--- config.mk ---
export PLATFORM = sky130hd
export DESIGN_NAME = uart_tx_arbiter_flat
export DESIGN_NICKNAME = d
export VERILOG_FILES = /design/src/rtl/uart_arb_pkg.sv /design/src/rtl/uart_tx_arbiter_if.sv /design/src/rtl/uart_tx_arbiter_rr_pick.sv /design/src/rtl/uart_tx_arbiter.sv /design/src/flat_wrapper.sv
export SDC_FILE = /design/constraint.sdc
export NUM_CORES = 1
export LEC_CHECK = 0
export BUFFER_PORTS_ARGS = -buffer_cell sky130_fd_sc_hd__buf_2
export CAP_MARGIN = 20
export CORE_MARGIN = 4
export CORE_UTILIZATION = 25
export DETAILED_ROUTE_END_ITERATION = 10
export GPL_TIMING_DRIVEN = 0
export SYNTH_ARGS = -nofsm -noshare
export SYNTH_HDL_FRONTEND = slang
export SYNTH_SLANG_ARGS = --single-unit
--- constraint.sdc ---
create_clock -name clk -period 2.3 [get_ports clk]
set_input_delay 0.46 -clock clk [delete_from_list [all_inputs] [get_ports clk]]
set_output_delay 0.46 -clock clk [all_outputs]
set_load 0.02 [all_outputs]
--- src/rtl/uart_arb_pkg.sv ---
// Shared encodings and width helpers for the UART transmit arbiter and its
// round-robin picker.
package uart_arb_pkg;
    localparam int BYTE_W = 8;

    typedef logic [1:0] arb_state_t;
    localparam logic [1:0] ST_IDLE   = 2'd0;
    localparam logic [1:0] ST_LOCKED = 2'd1;
    localparam logic [1:0] ST_DRAIN  = 2'd2;

    function automatic int idx_w(input int n);
        return (n < 2) ? 1 : $clog2(n);
    endfunction

    function automatic int burst_cnt_w(input int max_burst);
        return $clog2(max_burst + 1);
    endfunction

    // The idle counter only has to reach IDLE_TIMEOUT-1.
    function automatic int idle_cnt_w(input int idle_timeout);
        return (idle_timeout < 2) ? 1 : $clog2(idle_timeout);
    endfunction
endpackage

--- src/rtl/uart_tx_arbiter_if.sv ---
// Requester byte streams plus the UART tx handshake; the arbiter is the slave,
// requesters and UART together form the master side.
interface uart_tx_arbiter_if #(
    parameter int NUM_REQ = 2
);
    import uart_arb_pkg::*;

    logic [NUM_REQ-1:0]        req_valid;
    logic [BYTE_W*NUM_REQ-1:0] req_data;
    logic [NUM_REQ-1:0]        req_last;
    logic [NUM_REQ-1:0]        req_ready;
    logic [BYTE_W-1:0]         tx_data;
    logic                      tx_valid;
    logic                      tx_ack;

    modport master (
        output req_valid, req_data, req_last, tx_ack,
        input  req_ready, tx_data, tx_valid
    );

    modport slave (
        input  req_valid, req_data, req_last, tx_ack,
        output req_ready, tx_data, tx_valid
    );
endinterface

--- src/rtl/uart_tx_arbiter_rr_pick.sv ---
// Combinational round-robin priority encoder: first set request strictly after
// i_last, wrapping around, with i_last itself considered last.
module rr_pick
    import uart_arb_pkg::*;
#(
    parameter int NUM_REQ = 2,
    parameter int IDX_W   = idx_w(NUM_REQ)
) (
    input  logic [NUM_REQ-1:0] i_req,
    input  logic [IDX_W-1:0]   i_last,
    output logic [IDX_W-1:0]   o_idx,
    output logic               o_found
);
    logic [IDX_W-1:0] w_cand;

    always_comb begin
        o_idx   = '0;
        o_found = 1'b0;
        w_cand  = '0;
        // Scan farthest-first so the nearest candidate after i_last wins.
        for (int k = NUM_REQ; k >= 1; k--) begin
            w_cand = IDX_W'((int'(i_last) + k) % NUM_REQ);
            if (i_req[w_cand]) begin
                o_idx   = w_cand;
                o_found = 1'b1;
            end
        end
    end
endmodule

--- src/rtl/uart_tx_arbiter.sv ---
// Shares one UART transmitter between NUM_REQ byte streams: round-robin grant
// locked per packet, one-byte holding register feeding the UART handshake.
module uart_tx_arbiter
    import uart_arb_pkg::*;
#(
    parameter int NUM_REQ      = 2,
    parameter int MAX_BURST    = 64,
    parameter int IDLE_TIMEOUT = 1024
) (
    input  logic               clk,
    input  logic               rst,
    uart_tx_arbiter_if.slave   bus,
    output logic [NUM_REQ-1:0] grant,
    output logic               busy,
    output logic               spurious_ack
);
    localparam int IDX_W = idx_w(NUM_REQ);
    localparam int BW    = burst_cnt_w(MAX_BURST);
    localparam int IW    = idle_cnt_w(IDLE_TIMEOUT);

    arb_state_t         r_state;
    logic [IDX_W-1:0]   r_owner;
    logic [IDX_W-1:0]   r_last_owner;
    logic [BYTE_W-1:0]  r_hold;
    logic               r_hold_full;
    logic               r_last_flag;
    logic               r_spurious;
    logic [BW-1:0]      r_burst_cnt;
    logic [IW-1:0]      r_idle_cnt;

    logic [IDX_W-1:0]   w_pick_idx;
    logic               w_pick_found;
    logic [NUM_REQ-1:0] w_owner_oh;
    logic               w_owner_valid;
    logic               w_owner_last;
    logic [BYTE_W-1:0]  w_owner_data;
    logic               w_accept;
    logic               w_ack;
    logic               w_idle_cond;
    logic               w_timeout;
    logic [BW-1:0]      w_burst_nxt;

    rr_pick #(
        .NUM_REQ (NUM_REQ),
        .IDX_W   (IDX_W)
    ) u_rr_pick (
        .i_req   (bus.req_valid),
        .i_last  (r_last_owner),
        .o_idx   (w_pick_idx),
        .o_found (w_pick_found)
    );

    assign w_owner_oh    = NUM_REQ'(1) << r_owner;
    assign w_owner_valid = bus.req_valid[r_owner];
    assign w_owner_last  = bus.req_last[r_owner];
    assign w_owner_data  = bus.req_data[BYTE_W*r_owner +: BYTE_W];

    assign w_accept    = (r_state == ST_LOCKED) && !r_hold_full && w_owner_valid;
    assign w_ack       = bus.tx_ack && r_hold_full;
    assign w_idle_cond = !r_hold_full && !w_owner_valid;
    assign w_timeout   = (r_state == ST_LOCKED) && !w_owner_valid &&
                         (r_idle_cnt == IW'(IDLE_TIMEOUT - 1));
    assign w_burst_nxt = r_burst_cnt + 1'b1;

    always_ff @(posedge clk) begin
        if (rst) begin
            r_state      <= ST_IDLE;
            r_owner      <= '0;
            r_last_owner <= IDX_W'(NUM_REQ - 1);
            r_hold       <= '0;
            r_hold_full  <= 1'b0;
            r_last_flag  <= 1'b0;
            r_spurious   <= 1'b0;
            r_burst_cnt  <= '0;
            r_idle_cnt   <= '0;
        end else begin
            if (bus.tx_ack && !r_hold_full) begin
                r_spurious <= 1'b1;
            end
            case (r_state)
                ST_IDLE: begin
                    if (w_pick_found) begin
                        r_owner     <= w_pick_idx;
                        r_burst_cnt <= '0;
                        r_idle_cnt  <= '0;
                        r_state     <= ST_LOCKED;
                    end
                end
                ST_LOCKED: begin
                    if (w_accept) begin
                        r_hold      <= w_owner_data;
                        r_hold_full <= 1'b1;
                        r_burst_cnt <= w_burst_nxt;
                        r_last_flag <= w_owner_last || (w_burst_nxt == BW'(MAX_BURST));
                    end
                    if (w_ack) begin
                        r_hold_full <= 1'b0;
                    end
                    r_idle_cnt <= w_idle_cond ? r_idle_cnt + 1'b1 : '0;
                    // Release on the packet's final ack, or when the owner goes quiet.
                    if (w_ack && r_last_flag) begin
                        r_state      <= ST_IDLE;
                        r_last_owner <= r_owner;
                    end else if (w_timeout) begin
                        r_state      <= (r_hold_full && !w_ack) ? ST_DRAIN : ST_IDLE;
                        r_last_owner <= r_owner;
                    end
                end
                ST_DRAIN: begin
                    if (w_ack) begin
                        r_hold_full <= 1'b0;
                        r_state     <= ST_IDLE;
                    end
                end
                default: r_state <= ST_IDLE;
            endcase
        end
    end

    assign bus.tx_valid  = r_hold_full;
    assign bus.tx_data   = r_hold;
    assign bus.req_ready = ((r_state == ST_LOCKED) && !r_hold_full) ? w_owner_oh : '0;
    assign grant         = (r_state != ST_IDLE) ? w_owner_oh : '0;
    assign busy          = (r_state != ST_IDLE) || r_hold_full;
    assign spurious_ack  = r_spurious;
endmodule

--- src/flat_wrapper.sv ---
// flat-port wrapper written by rule: the top's interface ports become plain ports
module uart_tx_arbiter_flat import uart_arb_pkg::*;
#(
    parameter int NUM_REQ      = 2,
    parameter int MAX_BURST    = 64,
    parameter int IDLE_TIMEOUT = 1024
)
  (clk, rst, grant, busy, spurious_ack, bus_req_valid, bus_req_data, bus_req_last, bus_tx_ack, bus_req_ready, bus_tx_data, bus_tx_valid);
  uart_tx_arbiter_if #(.NUM_REQ(NUM_REQ)) bus_i ();
  input  logic clk;
  input  logic rst;
  output logic [NUM_REQ-1:0] grant;
  output logic busy;
  output logic spurious_ack;
  input wire logic [$bits(bus_i.req_valid)-1:0] bus_req_valid;
  input wire logic [$bits(bus_i.req_data)-1:0] bus_req_data;
  input wire logic [$bits(bus_i.req_last)-1:0] bus_req_last;
  input wire logic [$bits(bus_i.tx_ack)-1:0] bus_tx_ack;
  output wire logic [$bits(bus_i.req_ready)-1:0] bus_req_ready;
  output wire logic [$bits(bus_i.tx_data)-1:0] bus_tx_data;
  output wire logic [$bits(bus_i.tx_valid)-1:0] bus_tx_valid;
  assign bus_i.req_valid = bus_req_valid;
  assign bus_i.req_data = bus_req_data;
  assign bus_i.req_last = bus_req_last;
  assign bus_i.tx_ack = bus_tx_ack;
  assign bus_req_ready = bus_i.req_ready;
  assign bus_tx_data = bus_i.tx_data;
  assign bus_tx_valid = bus_i.tx_valid;
  uart_tx_arbiter #(.NUM_REQ(NUM_REQ), .MAX_BURST(MAX_BURST), .IDLE_TIMEOUT(IDLE_TIMEOUT)) u_core (.clk(clk), .rst(rst), .bus(bus_i), .grant(grant), .busy(busy), .spurious_ack(spurious_ack));
endmodule
## After elaboration in Yosys (flattened, before gate mapping)

Index checks and enable logic that the tools add are counted.
Widths: inputs -> output; s select.

- Register bits after elaboration: 32
- Input port bits: 23
- Output and inout port bits: 15
- Word-level logic and storage cells: 85

- $add $sub $neg: 4
- Magnitude comparators: 3
- Equal/unequal tests: 9
- Shifts and indexed selects: 2
- Muxes and demuxes: 32
- Reduce and logical (&&, ||, !) cells: 26

Operator list:

| operator | number |
|---|---|
| $mux 10 | 2 |
| $pmux 10 s2 | 1 |
| $mux 1 | 17 |
| $shiftx 16x5->8 | 1 |
| $mux 2 | 7 |
| $mux 7 | 2 |
| $pmux 7 s2 | 1 |
| $add 10x1->10 const B | 1 |
| $eq 10x10->1 const B | 1 |
| $logic_and 1x1->1 | 9 |
| $reduce_and 3->1 | 3 |
| $reduce_and 2->1 | 4 |
| $reduce_bool 2->1 | 4 |
| $add 7x1->7 const B | 1 |
| $eq 7x7->1 const B | 1 |
| $lt 1x2->1 const B | 3 |
| $pmux 2 s3 | 1 |
| $ne 2x1->1 const B | 2 |
| $logic_not 1->1 | 3 |
| $ne 3x1->1 const B | 1 |
| $ne 3x2->1 const B | 1 |
| $add 1x1->1 const B | 2 |
| $eq 2x1->1 const B | 1 |
| $eq 2x2->1 const B | 1 |
| 5 further kinds | 6 |

## Depth between registers and ports, before layout

Gate-level depths: netlist of the first run.

- Depth after elaboration: 8
- Mapped depth: 8
- Depth with buffers taken out: 6

## Cells and area by module

Synthesis of the first run repeated with hierarchy kept, for this count alone.

- Cell total of the unflattened synthesis: 200
- Area, all modules: 1739.2 µm²

By module, submodules not included:

| module | instances | cells each | area each (µm²) | seq. area each (µm²) |
|---|---|---|---|---|
| uart_tx_arbiter | 1 | 198 | 1725.4 | 640.6 |
| rr_pick | 1 | 2 | 13.8 | 0.0 |

## Worst setup path before layout of the first run

OpenSTA, ideal clock, no wires.

- Kind: register to register
- From: register u_core.r_state[1]
- To: register u_core.r_state[0]
- Setup time: 0.122 ns
- Arrival: 1.596 ns
- Required time: 2.178 ns
- Slack: 0.583 ns
- Stages on the path, launching flop included: 7
- Buffers on the path: 0
- Period minus slack after synthesis: 1.717 ns
- Path through: dfxtp_1 > inv_1 > ha_1 > or3b_2 > o21ai_0 > o32ai_1 > a221o_1

- Longest elaborated chain between the ends: 5
- Elaborated cells between the ends (all ways): 10
- Those cells by class: eq/ne: 5; mux: 1; reduce/logical: 4

Ends and longest elaborated chain:

| what | RTL line | text |
|---|---|---|
| from (decl) | uart_tx_arbiter.sv:21 | `arb_state_t r_state;` |
| from (signal assigned) | uart_tx_arbiter.sv:105 | `r_state <= (r_hold_full && !w_ack) ? ST_DRAIN : ST_IDLE;` |
| $eq 2x1->1 | uart_tx_arbiter.sv:61, uart_tx_arbiter.sv:80 |  |
| $logic_and 1x1->1 (2 in series) | uart_tx_arbiter.sv:61 | `assign w_timeout = (r_state == ST_LOCKED) && !w_owner_valid &&` |
| $ne 3x2->1 (no line) | n/a |  |
| $reduce_and 3->1 (no line) | n/a |  |

Parallel ways exist; a longest one is shown, timed or not.
A chain may end at the register's enable or synchronous reset.

## Final worst setup path of the first run

- From: register u_core.r_state[1]
- To: output port bus_req_ready[1]

- Longest elaborated chain between the ends: 3

Ends and longest elaborated chain:

| what | RTL line | text |
|---|---|---|
| $eq 2x1->1 | uart_tx_arbiter.sv:122 | `assign bus.req_ready = ((r_state == ST_LOCKED) && !r_hold_full) ? w_owner_oh : '0;` |
| $logic_and 1x1->1 | uart_tx_arbiter.sv:122 |  |
| $mux 2 | uart_tx_arbiter.sv:122 |  |
| to (decl) | flat_wrapper.sv:19 | `output wire logic [$bits(bus_i.req_ready)-1:0] bus_req_ready;` |

No other way between the ends.

==> results by group, run 1 <==
Setup path
  • Crit Reg-Reg Endpoint: u_core.r_idle_cnt[0]
  • Crit-path cells: inv_1 > ha_1 > nor2b_1 > and2_1 > buf_2
  • Worst Path Required: roughly 1.8 ns
  • Crit-path max FO: 6
  • Crit path DAT: between 1.5 and 2 ns
  • Critical setup path kind: flop to output port
  • Setup crit end kind: output port
  • Reg2reg start: u_core.r_state[1]
  • Critical Path Max Stage Delay: about 0.4 ns
  • Startpoint types: flop
  • Worst reg-to-reg path cell count: 8
  • Worst reg-to-reg setup slack: between 0.2 and 0.3 ns
  • Slowest-stage cell, CP: nor2b_1

Hold path
  • WHS Path Cells: 2
  • Hold Crit Endpoint: u_core.r_idle_cnt[1]
  • Hold crit path type: flop to flop
  • Hold Crit Start: u_core.r_idle_cnt[1]

Die
  • Die Area: 8190 um^2
  • Die span in x: between 90 and 100 um
  • Initial Util: 0.2620
  • Core area: roughly 6500 um^2
  • # IOs: 38
  • Die Height: slightly above 90 um
  • # rows: 29

Synthesis
  • Sequential fraction of the synthesis area: 0.3765
  • Syn Std Cell Area: approximately 1700 um^2
  • Dominant synthesized flop cell: dfxtp_1
  • Avg Inst Size Synth: roughly 8.5 um^2
  • Top cell type's share of synthesized area: 0.3765
  • Synth area leaders: dfxtp_1 38%, mux2i_1 6.5%, nor2_1 6.2%
  • Mapped Nets: between 200 and 250
  • Cell taking the most area after synthesis: dfxtp_1
  • Yosys warning count: 0
  • FF+latch count, synth: 32
  • Async set or reset register ratio after synthesis: 0
  • Number of enable flip-flop cells after synthesis: 0
  • Synth cell types: 44
  • Mapped Cells: 200

Detailed routing
  • Remaining DRCs: 0
  • Vias per cell: a little over 5
  • DRT iter0 DRCs: 77
  • 1st-pass router iterations: 4
  • Metal1 wirelength: 2100 um
  • Remaining antenna violation count after routing: 0
  • WL/cell: between 10 and 15 um
  • Via count: approximately 1600
  • Met3 wire length: ~230 um
  • Routed wire length: between 4000 and 5000 um
  • WL met2: 1914 um
  • Max Used Layer: met4

Clocking
  • Hold-fix buffers at CTS: 0
  • Worst skew pair latency: around 0.28 ns
  • CTS sink count: 32
  • Setup bufs post-CTS: 0
  • Clk pin slew, worst setup/hold paths: 0.07 ns
  • CTS buffer count: 5
  • Clk Tree Root Cell: clkbuf_8
  • Bufs on Longest Clock Path: 2
  • Depth of the CTS H-tree: 2
  • TritonCTS clock tree: yes
  • Post-CTS Resized: 0

STA
  • RSZ-0062 raised after global routing: false
  • Fmax: around 460 MHz
  • Post-route minimum period: ~2.2 ns
  • Final count of hold timing violations: 0
  • Setup Skew: roughly 0.0039 ns
  • Pins Over Slew Limit: 0
  • Worst-Margin Slew: ~0.62 ns
  • Setup violators final: 0
  • Setup TNS: 0 ns
  • Worst slew margin relative to its limit: 0.5795
  • Final cycle utilization of the critical path: 0.9426

Place
  • Dpl cell area: 1978 um^2
  • PortBufs: 36
  • Routability cong.: 0.7795
  • Final HPWL DP: between 3000 and 4000 um

Final layout
  • Fin area: a little over 2000 um^2
  • Final net count: 271
  • Area Growth Syn to Fin: 21.40%
  • Fillers: roughly 680
  • Fraction of layout cells with a size suffix above 1: 0.2140
  • N_diodes: 0

Global routing
  • First-pass GRT wire length: 7272 um
  • Largest net degree at the start of global routing: 11
  • GRT Overall Usage: 0.1078
  • GR Overflow Total: 0
  • Vias in the first global route: 1447
  • Initial antenna violation count: 0

Power and ir drop
  • Peak VDD IR: 0.2514 mV
  • Leak Pwr: between 0.8 and 0.9 nW
  • Power density cells: approximately 900 nW/um^2

Job
  • Max Cap Violations: 0

Status
  • Status: finished, final reports clean
## flip-flops by register name, summed over array words and instances, names as in the netlist
name / cells
u_core.r_idle_cnt: 10
u_core.r_last_flag: 1
u_core.bus.tx_data: 8
u_core.r_burst_cnt: 7
u_core.bus.tx_valid: 1
u_core.r_state: 2
u_core.r_owner: 1
u_core.r_last_owner: 1
u_core.spurious_ack: 1
## Yosys cell counts, types with 2 or more instances
cell and number:
mux2i_1 11, clkbuf_1 6, a221o_1 2, nor4b_1 2, o21ai_0 6, or4_1 3
dfxtp_1 32, nand4_1 2, nor2b_1 4, xnor2_1 4, buf_2 3, or3_1 2
a211oi_1 10, ha_1 5, nor3_1 2, and3_1 5, nand3_1 9, xor2_1 2
inv_1 5, and2_1 3, o31ai_1 3, nand2b_1 3, nand2_1 11, a311oi_1 2
nor2_1 28, a21oi_1 17
## worst max path at each step
stage | startpoint | slack (ns) | cells after the start | endpoint
after floorplan | u_core.r_state[1] | 0.58 | 6 | u_core.r_state[0]
after global placement | bus_req_valid[0] | 0.11 | 6 | u_core.r_idle_cnt[5]
after detailed placement | bus_req_valid[0] | 0.04 | 6 | u_core.r_idle_cnt[1]
after CTS | u_core.r_state[1] | 0.06 | 7 | u_core.r_idle_cnt[1]
after global routing | u_core.r_state[1] | 0.01 | 5 | bus_req_ready[1]
final | u_core.r_state[1] | 0.13 | 5 | bus_req_ready[1]
## routing by layer
layer / up-vias / track usage
met1: 744 / 0.1478
met2: 49 / 0.1631
met5: - / 0
met3: 6 / 0.02417
met4: 0 / 0.04209
li1: 817 / -
## through the flow
step / instances / setup slack (ns) / power (mW) / hold WS (ns) / util
after global routing: 320 / 0.01012 / 1.987 / 0.5057 / 0.3181
after CTS: 320 / 0.05715 / 1.877 / 0.4841 / 0.3171
after detailed placement: 313 / 0.04254 / 1.455 / 0.4709 / 0.3046
final: 320 / 0.1320 / 1.860 / 0.4824 / 0.3181
after floorplan: 200 / 0.5826 / 1.220 / 0.4521 / -
after global placement: 313 / 0.1123 / 1.447 / 0.4644 / 0.3046
## layout make-up
type | count | area, um^2 | area share
Buffer | 10 | 50.05 | 0.02423
Clock buffer | 5 | 68.82 | 0.03331
Clock inverter | 2 | 12.51 | 0.006057
Inverter | 5 | 18.77 | 0.009085
Multi-Input combinational cell | 153 | 998.5 | 0.4833
Sequential cell | 32 | 640.6 | 0.3101
Tap cell | 77 | 96.34 | 0.04664
Timing Repair Buffer | 36 | 180.2 | 0.08722
## cells by family (layout without fill, tap and decap cells)
kind of cell	Yosys count	in the layout	share of synthesized area
AO/OA/AOI/OAI	49	49	0.1905
XOR/XNOR	6	6	0.03088
multiplexers	12	12	0.07353
buffers and inverters	15	58	0.03970
flip-flops	32	32	0.3765
adder cells (fa/ha/maj)	5	5	0.03676
AND/OR/NAND/NOR	81	81	0.2522
## worst max-delay path, delay by kind of cell, from the launching register on
| family | cells | cell delay, ns |
|---|---|---|
| and+or+nand+nor | 2 | 0.58 |
| DFF | 1 | 0.32 |
| buffers and inverters | 2 | 0.26 |
| adders and majority gates | 1 | 0.26 |
## placed cells by master (no fill, tap or decap), types with 2 or more instances in the layout
master	Yosys	final
nand2b_1	3	3
a311oi_1	2	2
nor3_1	2	2
ha_1	5	5
a211oi_1	10	10
nand4_1	2	2
nand2_1	11	11
dfxtp_1	32	32
inv_1	5	5
o31ai_1	3	3
nor2_1	28	28
or3_1	2	2
nor4b_1	2	2
a221o_1	2	2
clkbuf_8	0	5
nor2b_1	4	4
buf_2	3	39
xor2_1	2	2
clkbuf_1	6	5
o21ai_0	6	6
a21oi_1	17	17
mux2i_1	11	11
and3_1	5	5
xnor2_1	4	4
nand3_1	9	9
or4_1	3	3
and2_1	3	3
## power by group
group / total, mW / switching, mW / internal, mW
clock network: 0.411 / 0.207 / 0.205
registers: 0.688 / 0.0585 / 0.630
logic: 0.760 / 0.493 / 0.267
Note: power is estimated with default switching activity, not from simulation.
==> inputs of run 2 (changes only) <==
==> constraint.sdc (replaced) <==
create_clock -name clk -period 1.8 [get_ports clk]
set_input_delay 0.36 -clock clk [delete_from_list [all_inputs] [get_ports clk]]
set_output_delay 0.36 -clock clk [all_outputs]
set_load 0.02 [all_outputs]
==> run 2 against run 1 <==
Effect of this change:
- sequential power grew 30%
- combinational power grew 53%
- sequential cell count is the same
- largest power group unchanged
- the flow now finishes with violations (setup timing)
- via count grew 1.7%
- routed wire length grew 3.5%
- critical endpoint is now u_core.r_idle_cnt[5]
- sequential share of layout area shrank 1.7 points
- worst setup slack lost 0.14 ns
- final area grew 6.1%
- highest routed layer unchanged
==> results by group, run 2 (synthesis results as in run 1) <==
Final layout
  • Commonest non-fill, non-tap cell in the layout: buf_2 (unchanged)
  • Max reg flops: 10 (unchanged)
  • Area Growth Syn to Fin: 28.82% (was 21.40%)
  • Final net count: 277 (was 271)
  • Largest register by flop count: u_core.r_idle_cnt (unchanged)
  • Fin util: 0.3375 (was 0.3181)
  • N_diodes: 0 (unchanged)
  • Most frequent cells in the layout: 40 x buf_2, 31 x dfxtp_1, 27 x nor2_1 (was 39 x buf_2, 32 x dfxtp_1, 28 x nor2_1)
  • Fin area: 2192 um^2 (was 2066 um^2)
  • Final std cells w/o fill: 326 (was 320)
  • Fraction of layout cells with a size suffix above 1: 0.2892 (was 0.2140)

Global routing
  • GRT Overall Usage: 0.1104 (was 0.1078)
  • Vias in the first global route: 1509 (was 1447)
  • GR Overflow Total: 0 (unchanged)
  • Largest net degree at the start of global routing: 11 (unchanged)
  • First-pass GRT wire length: 7445 um (was 7272 um)
  • Initial antenna violation count: 0 (unchanged)

Setup path
  • Critical setup path kind: flop to flop (was flop to output port)
  • Crit-path max FO: 8 (was 6)
  • Setup crit end kind: flop (was output port)
  • Reg2reg start: u_core.r_owner (was u_core.r_state[1])
  • Worst reg-to-reg setup slack: -0.003 ns (was 0.27 ns)
  • Crit-path cells: buf_6 > mux2i_2 > nand2_1 > or4_1 > a21oi_1 (was inv_1 > ha_1 > nor2b_1 > and2_1 > buf_2)
  • CP delay by family, top: simple AND/OR/NAND/NOR gates (unchanged)
  • Crit Reg-Reg Endpoint: u_core.r_idle_cnt[5] (was u_core.r_idle_cnt[0])
  • Worst reg-to-reg path cell count: 5 (was 8)
  • Slowest-stage cell, CP: or4_1 (was nor2b_1)
  • Startpoint types: flop (unchanged)
  • Critical Path Max Stage Delay: 0.52 ns (was 0.40 ns)
  • WP buf/inv: 1 (was 2)
  • Worst Path Required: 2.02 ns (was 1.84 ns)
  • Crit path DAT: 2.02 ns (was 1.71 ns)

Die
  • Die Area: 8190 um^2 (unchanged)
  • Die span in x: 90.50 um (unchanged)
  • Core area: 6495 um^2 (unchanged)
  • Initial Util: 0.2620 (unchanged)
  • Die Height: 90.50 um (unchanged)
  • # rows: 29 (unchanged)
  • # IOs: 38 (unchanged)

Clocking
  • Worst skew pair latency: 0.28 ns (about the same)
  • Clk pin slew, worst setup/hold paths: 0.07 ns (about the same)
  • TritonCTS clock tree: yes (unchanged)
  • CTS sink count: 32 (unchanged)
  • Bufs on Longest Clock Path: 2 (unchanged)
  • Depth of the CTS H-tree: 2 (unchanged)
  • Clk Tree Root Cell: clkbuf_8 (unchanged)
  • CTS buffer count: 5 (unchanged)

STA
  • Setup violators final: 1 (was 0)
  • Fmax: around 550 MHz
  • Final cycle utilization of the critical path: 1.002
  • Hold WS: 0.3894 ns (was 0.4824 ns)
  • Setup ws final: -0.003120 ns (was 0.1320 ns)
  • Worst-Margin Slew: 0.4843 ns (was 0.6242 ns)
  • Setup Skew: 0.006085 ns (was 0.003873 ns)
  • Worst slew margin relative to its limit: 0.6771 (was 0.5795)
  • Final count of hold timing violations: 0 (unchanged)
  • Post-route minimum period: 1.803 ns
  • RSZ-0062 raised after global routing: true (was false)
  • Pins Over Slew Limit: 0 (unchanged)

Power and ir drop
  • Net switching power: 1.041 mW (was 0.7588 mW)
  • Peak VDD IR: 0.3035 mV (was 0.2514 mV)
  • Power density cells: 1182 nW/um^2 (was 900.5 nW/um^2)
  • Clk pwr share: 0.205 (was 0.221)
  • Power Internal: 1.550 mW (was 1.101 mW)
  • Logic pwr share: 0.449 (was 0.409)
  • Seq pwr share: 0.346 (was 0.370)
  • Switching share of power: 0.4018 (was 0.4079)
  • Leak Pwr: 0.8533 nW (was 0.8035 nW)

Detailed routing
  • WL/cell: 13.72 um (was 13.50 um)
  • Routed wire length: 4472 um (was 4319 um)
  • DRT iter0 DRCs: 67 (was 77)
  • Via count: 1644 (was 1616)
  • Vias per cell: 5.043 (was 5.050)
  • Remaining antenna violation count after routing: 0 (unchanged)
  • Remaining DRCs: 0 (unchanged)
  • 1st-pass router iterations: 4 (unchanged)

Hold path
  • WHS Path Cells: 3 (was 2)
  • Hold Crit Start: bus_tx_ack (was u_core.r_idle_cnt[1])
  • Hold Crit Endpoint: u_core.spurious_ack (was u_core.r_idle_cnt[1])
  • Hold crit path type: input pin to flop (was flop to flop)

Job
  • Max Cap Violations: 0 (unchanged)

Place
  • Placed Instances: 313 (unchanged)
  • Routability cong.: 0.7795 (unchanged)
  • PortBufs: 36 (unchanged)
  • Dpl cell area: 1978 um^2 (unchanged)
  • Final HPWL DP: 3175 um (unchanged)
  • Pre-CTS setup slack: -0.4378 ns (was 0.04254 ns)

Status
  • Failing checks: setup timing
  • Status: complete, but fails checks (was finished, final reports clean)
## run 2: worst max-delay path by stage
stage / startpoint / to / slack (ns) / depth (start not counted)
final: u_core.r_owner / u_core.r_idle_cnt[5] / -0.003 / 5
after global routing: u_core.r_owner / grant[1] / -0.04 / 4
after CTS: u_core.r_state[1] / bus_req_ready[0] / -0.05 / 5
after detailed placement: u_core.r_state[0] / u_core.r_idle_cnt[1] / -0.44 / 7
after global placement: u_core.r_state[0] / u_core.r_idle_cnt[5] / -0.36 / 7
after floorplan: u_core.r_state[1] / u_core.r_state[0] / 0.08 / 6
## run 2: stage by stage
| step | power, mW | setup TNS (ns) |
|---|---|---|
| floorplan | 1.559 | 0 |
| CTS | 2.449 | -0.1172 |
| finish | 2.591 | -0.003120 |
| detailed placement | 1.859 | -5.706 |
| global placement | 1.848 | -4.710 |
| global route | 2.757 | -0.1266 |
## run 2: cell type report
cell class              count  area [um^2]
well taps                  77        96.34
inverters                   5        18.77
repair buffers             43        230.2
flip-flops and latches     32        641.9
fillers                   668         4303
plain buffers               9        53.80
clock buffers               5        68.82
clock inverters             2        12.51
multi-input cells         153         1070
## run 2: layer usage
metal  vias to the layer above  global-route usage  routed length, um  part of all wire
li1                        829                   -                  -                 -
met5                         -                   0                  0                 0
met1                       765              0.1478               2182              0.49
met4                         0             0.04847                 93             0.021
met2                        40              0.1674               2024              0.45
met3                        10             0.02667                172             0.038
## run 2: timing repair
action | in CTS | in global routing
pin swaps | 1 | 1
gates cloned | 0 | 1
hold buffers | 0 | 0
gates resized for setup | 14 | 14
setup buffers | 2 | 4
setup endpoints to repair | 32 | 31
## run 2: power by group through the flow
stage	Combinational, mW	Sequential, mW	Clock [mW]
after CTS	1.01	0.884	0.551
final	1.16	0.895	0.532
after global placement	0.958	0.890	0
after floorplan	0.610	0.948	0
after detailed placement	0.965	0.895	0
after global routing	1.27	0.906	0.584
## run 2: worst reg2reg max path, delay by kind of cell, from the launching register on
family | cells | cell delay, ns
AND/OR/NAND/NOR | 2 | 0.68
multiplexers | 1 | 0.43
flip-flops | 1 | 0.33
buffers and inverters | 1 | 0.15
AO/OA/AOI/OAI | 1 | 0.15
